## src/rtl/apb_master.sv

```systemverilog
// ============================================================================
// Module   : apb_master
// Purpose  : Single-outstanding APB initiator. A valid/ready command port is
//            turned into one APB SETUP + ACCESS transfer. Completion status is
//            returned on a one-cycle response strobe.
// Revision : 1.0 - initial release
// ----------------------------------------------------------------------------
// Ports:
//   clk, rst          clock, synchronous active-high reset
//   cmd_valid/ready   command handshake (ready only while idle)
//   cmd_write         1 = write, 0 = read
//   cmd_addr          transfer address
//   cmd_wdata         write data
//   rsp_valid         one-cycle completion strobe
//   rsp_rdata         read data (0 for writes and timeouts)
//   rsp_timeout       transfer aborted by the watchdog (qualified by rsp_valid)
//   paddr/pwrite/psel/penable/pwdata   APB request signals
//   prdata/pready     APB completion signals
// ----------------------------------------------------------------------------
// Configuration macro:
//   APB_MASTER_TIMEOUT_EN  when defined, a wait counter aborts an ACCESS
//                          phase that lasts TIMEOUT_CYCLES cycles without
//                          pready. When undefined, ACCESS waits forever and
//                          rsp_timeout is tied low.
// ============================================================================
`default_nettype none

module apb_master #(
  parameter int ADDR_WIDTH     = 8,
  parameter int DATA_WIDTH     = 8,
  parameter int TIMEOUT_CYCLES = 16
) (
  input  logic                  clk,
  input  logic                  rst,
  // command side
  input  logic                  cmd_valid,
  output logic                  cmd_ready,
  input  logic                  cmd_write,
  input  logic [ADDR_WIDTH-1:0] cmd_addr,
  input  logic [DATA_WIDTH-1:0] cmd_wdata,
  // response side
  output logic                  rsp_valid,
  output logic [DATA_WIDTH-1:0] rsp_rdata,
  output logic                  rsp_timeout,
  // APB side
  output logic [ADDR_WIDTH-1:0] paddr,
  output logic                  pwrite,
  output logic                  psel,
  output logic                  penable,
  output logic [DATA_WIDTH-1:0] pwdata,
  input  logic [DATA_WIDTH-1:0] prdata,
  input  logic                  pready
);

  // --------------------------------------------------------------------------
  // State encoding
  // --------------------------------------------------------------------------
  localparam logic [1:0] IDLE   = 2'd0;
  localparam logic [1:0] SETUP  = 2'd1;
  localparam logic [1:0] ACCESS = 2'd2;

  logic [1:0] state;

  // Abort request from the watchdog; constant 0 when the watchdog is absent.
  logic abort;

  // The watchdog limit must fit the 8-bit wait counter.
  if (TIMEOUT_CYCLES < 1 || TIMEOUT_CYCLES > 255) begin : g_timeout_range_check
    $error("apb_master: TIMEOUT_CYCLES must be in 1..255");
  end

  // Only one transfer is ever outstanding, so readiness is simply "idle".
  assign cmd_ready = (state == IDLE);

`ifdef APB_MASTER_TIMEOUT_EN
  // --------------------------------------------------------------------------
  // Watchdog: counts ACCESS cycles that end without pready. The abort fires
  // on the edge at which the count would reach the limit, so with a limit of
  // N the transfer is dropped after exactly N unready ACCESS cycles. A pready
  // on that same edge wins and completes the transfer normally.
  // --------------------------------------------------------------------------
  localparam logic [7:0] TIMEOUT_LIMIT = 8'(TIMEOUT_CYCLES);

  logic [7:0] wait_cnt;
  logic [7:0] wait_cnt_next;

  assign wait_cnt_next = wait_cnt + 8'd1;
  assign abort         = (state == ACCESS) && !pready &&
                         (wait_cnt_next == TIMEOUT_LIMIT);

  always_ff @(posedge clk) begin
    if (rst) begin
      wait_cnt <= 8'd0;
    end else if (state == SETUP) begin
      // cleared on the way into ACCESS
      wait_cnt <= 8'd0;
    end else if (state == ACCESS && !pready) begin
      wait_cnt <= wait_cnt_next;
    end
  end

  always_ff @(posedge clk) begin
    if (rst) begin
      rsp_timeout <= 1'b0;
    end else begin
      rsp_timeout <= abort;
    end
  end
`else
  assign abort       = 1'b0;
  assign rsp_timeout = 1'b0;
`endif

  // --------------------------------------------------------------------------
  // Main transfer sequencer. The APB request fields are loaded once at
  // command acceptance and then held untouched (including through IDLE), so
  // they are stable for the whole SETUP/ACCESS window.
  // --------------------------------------------------------------------------
  always_ff @(posedge clk) begin
    if (rst) begin
      state     <= IDLE;
      psel      <= 1'b0;
      penable   <= 1'b0;
      paddr     <= '0;
      pwrite    <= 1'b0;
      pwdata    <= '0;
      rsp_valid <= 1'b0;
      rsp_rdata <= '0;
    end else begin
      // response is a single-cycle strobe unless set below
      rsp_valid <= 1'b0;

      case (state)
        IDLE: begin
          if (cmd_valid) begin
            paddr   <= cmd_addr;
            pwrite  <= cmd_write;
            pwdata  <= cmd_wdata;
            psel    <= 1'b1;
            penable <= 1'b0;
            state   <= SETUP;
          end
        end

        SETUP: begin
          penable <= 1'b1;
          state   <= ACCESS;
        end

        ACCESS: begin
          if (pready) begin
            psel      <= 1'b0;
            penable   <= 1'b0;
            rsp_valid <= 1'b1;
            rsp_rdata <= pwrite ? '0 : prdata;
            state     <= IDLE;
          end else if (abort) begin
            psel      <= 1'b0;
            penable   <= 1'b0;
            rsp_valid <= 1'b1;
            rsp_rdata <= '0;
            state     <= IDLE;
          end
        end

        default: begin
          psel    <= 1'b0;
          penable <= 1'b0;
          state   <= IDLE;
        end
      endcase
    end
  end

endmodule

`default_nettype wire

```

## config.mk

```make
export PLATFORM = sky130hd
export DESIGN_NAME = apb_master
export DESIGN_NICKNAME = d
export VERILOG_FILES = /design/src/rtl/apb_master.sv
export SDC_FILE = /design/constraint.sdc
export NUM_CORES = 1
export LEC_CHECK = 0
export BUFFER_PORTS_ARGS = -buffer_cell sky130_fd_sc_hd__buf_4
export CORE_MARGIN = 5
export CORE_UTILIZATION = 43
export DETAILED_ROUTE_END_ITERATION = 7
export PLACE_DENSITY = 0.85
export SLEW_MARGIN = 10
export SYNTH_ARGS = -nofsm -noshare
export SYNTH_HDL_FRONTEND = slang
export SYNTH_SLANG_ARGS = --single-unit
```

## constraint.sdc

```tcl
create_clock -name clk -period 2.48 [get_ports clk]
set_input_delay 0.744 -clock clk [delete_from_list [all_inputs] [get_ports clk]]
set_output_delay 0.744 -clock clk [all_outputs]
set_load 0.01 [all_outputs]
```

==> impl_metrics.tcl <==
set metrics [dict create \
    outcome "finished clean" \
    die_w_um 65.85 \
    drt-initial-drc-count 43 \
    vias 1040 \
    place.gp.congestion 0.7205 \
    crit_buf_inv 1 \
    postCtsSetupBuffers 0 \
    rows 20 \
    synth-main-ff-cell "dfxtp_1" \
    synth-edff-count 0 \
    power.internal_mw 0.7634 \
    power_density_nw_per_um2 552.5 \
    tritoncts "done" \
    worstPathArrival_ns 1.00 \
    postRouteAntennaNets 0 \
    io_pins 59 \
    switching_power_mw 0.2451 \
    diodes 0 \
    drv_cap 0 \
    setup_viol 0 \
    syn_area_um2 1341 \
    ctsResizeCount 0 \
    synth_cells 126 \
    die_area_um2 4336 \
    drc 0 \
    switching_share_pct 24.31 \
    portBuffers 57 \
    crit_slowest_cell "dfxtp_1" \
    yosysTopAreaCellShare_pct 43.28 \
    grt_overflow_total 0 \
    core-area_um2 3028 \
    ys_ff_latch 29 \
    hold_ws_ns 0.4785 \
    antenna_found_initial 0 \
    multi_input_area_um2 680.7 \
    critPathKind "flop to output port" \
    r2r_cells 2 \
    power_frac_comb_pct 17.7 \
    synth_compound_area_share_pct 1.399 \
    synth.net_count 155 \
    grt_pass1_vias 1097 \
    drt-total-wl_um 2969 \
    hp-class "flop to flop" \
    wl_per_cell_um 13.08 \
    insertion_delay_ns 0.31 \
    ir_worst_vdd_mv 0.3170 \
    hold_violations 0 \
    crit_fanout 7 \
    fin_skew_ns 0.003111 \
    drive_above_1_share_pct 38.80 \
    synthXorXnorAreaFrac_pct 0 \
    grt_max_degree 54 \
    yosys_warnings 0 \
    cp_cell_sequence "nor2_1 -> buf_4" \
    startpoint_type "flop" \
    worstPathRequired_ns 1.74 \
    synth.area.top_cells "dfxtp_1, mux2i_1, nand2b_1" \
    synth_seq_area_share_pct 43.28 \
    fill_cells 260 \
    gr-max-usage-layer "met2" \
    seqCellArea_um2 580.6 \
    drtPass1Iterations 4 \
    root_buffer "clkbuf_4" \
    routed_via_density 4.581 \
    crit_family "flip-flops" \
    die_h_um 65.85 \
    synthMuxAreaShare_pct 18.66 \
    numClockSinks 29 \
    ys_async_sr_fraction_pct 0 \
    numCtsBuffers 5 \
    yosys.cell_count.top_type "nand2b_1" \
    area_growth_pct 36.10 \
    met3_usage_pct 3.741 \
    leakage_nw 0.8140 \
    grt_pass1_wl_um 4705 \
    met1_usage_pct 15.21 \
    synthSimpleGateAreaFrac_pct 29.94 \
    seqPwrFrac_pct 50.7 \
    netlist.top_cell.by_area "dfxtp_1" \
    clk_pin_slew_ns 0.08 \
    final_nets 211 \
    yosys.area_share.adder_pct 0 \
    cp_num_cells 2 \
    synth_area_per_cell_um2 10.65 \
    min_delay_path_depth 2 \
    maxSlewViolCount 0 \
    rsz0062_at_grt "no" \
    fin_tns_setup_ns 0 \
    synth_top_family_by_area "simple AND/OR/NAND/NOR gates" \
    start_util_pct 44.30 \
    htree_levels 2 \
    cpPeakStageDelay_ns 0.46 \
    clockBufferDepth 2 \
    track_usage_pct 14.61 \
    dp_hpwl_um 2215 \
    critPathCaptureType "output port" \
    p_clk_share_pct 31.6 \
    synth_cell_type_count 21 \
    synth_commonest_cells "nand2b_1, dfxtp_1, mux2i_1, or3b_1, nand2b_2" \
    fin_crit_sh_pct 70.31 \
    grtUsageMet2_pct 26.53 \
    cts_hold_buffers 0 \
    timing.final.crit_period_ns 1.744 \
    fmax_mhz 573.5 \
]
[power groups by stage]
stage          registers, mW  logic [mW]  clock network (mW)
3_5_place_dp           0.522       0.181                   0
5_1_grt                0.516       0.195               0.355
2_1_floorplan          0.531      0.0894                   0
3_3_place_gp           0.521       0.174                   0
6_report               0.512       0.178               0.319
4_1_cts                0.512       0.182               0.329
[metrics by stage]
stage	std cells	util [%]	total power [mW]	worst slack, ns	instance area (um2)
floorplan	126	-	0.6203	1.043	1341
global placement	219	57.98	0.6954	0.8953	1755
detailed placement	219	57.98	0.7032	0.8425	1755
CTS	227	60.29	1.023	0.7178	1826
global route	227	60.29	1.065	0.6613	1826
finish	227	60.29	1.009	0.7363	1826
[cell families after synthesis]
| logic type | count (synthesis) |
|---|---|
| other cells | 1 |
| mux | 25 |
| flops | 29 |
| simple gates | 58 |
| buf+inv | 10 |
| compound gates | 3 |
[registers in the layout, summed over array words and instances, names as in the netlist]
name / cells
pwrite: 1
psel: 1
pwdata: 8
paddr: 8
rsp_valid: 1
rsp_rdata: 8
state: 2
[layout by cell type, fill, tap and decap left out, drive strengths merged]
cell type,synthesis,routed
a21oi,1,1
buf,6,58
or3b,9,9
nor2,1,1
clkbuf,2,7
inv,1,1
and3b,1,1
dfxtp,29,29
and2,2,2
conb,1,1
nand2b,43,43
nor3b,1,1
o21ai,1,1
clkinv,0,1
nor2b,1,1
mux2i,25,25
a22o,1,1
[cell type report]
cell class                      count  share of cell area, %
Clock buffer                        7                  3.564
Clock inverter                      1                 0.2742
Inverter                            1                 0.2056
Multi-Input combinational cell     87                  37.29
Sequential cell                    29                  31.80
Tap cell                           44                  3.016
Timing Repair Buffer               58                  23.85
[routing by layer]
layer / wire [um] / vias to the layer above / share of wire [%]
li1: - / 521 / -
met1: 1189 / 481 / 40
met2: 1541 / 34 / 52
met3: 191 / 4 / 6.4
met4: 46 / 0 / 1.5
met5: 0 / - / 0
[path summary, 6_finish.rpt]
path | start | to | slack [ns]
max | state[1] | cmd_ready | 0.74
min | pwdata[2] | pwdata[2] | 0.48
max reg2reg | state[1] | rsp_rdata[0] | 1.18
min reg2reg | pwdata[2] | pwdata[2] | 0.48
[worst register-to-register path, delay by kind of cell (launching register included)]
kind / cells / cell delay, ns
muxes: 1 / 0.26
and+or+nand+nor: 1 / 0.51
DFF: 1 / 0.46
Note: power is estimated with default switching activity, not from simulation.
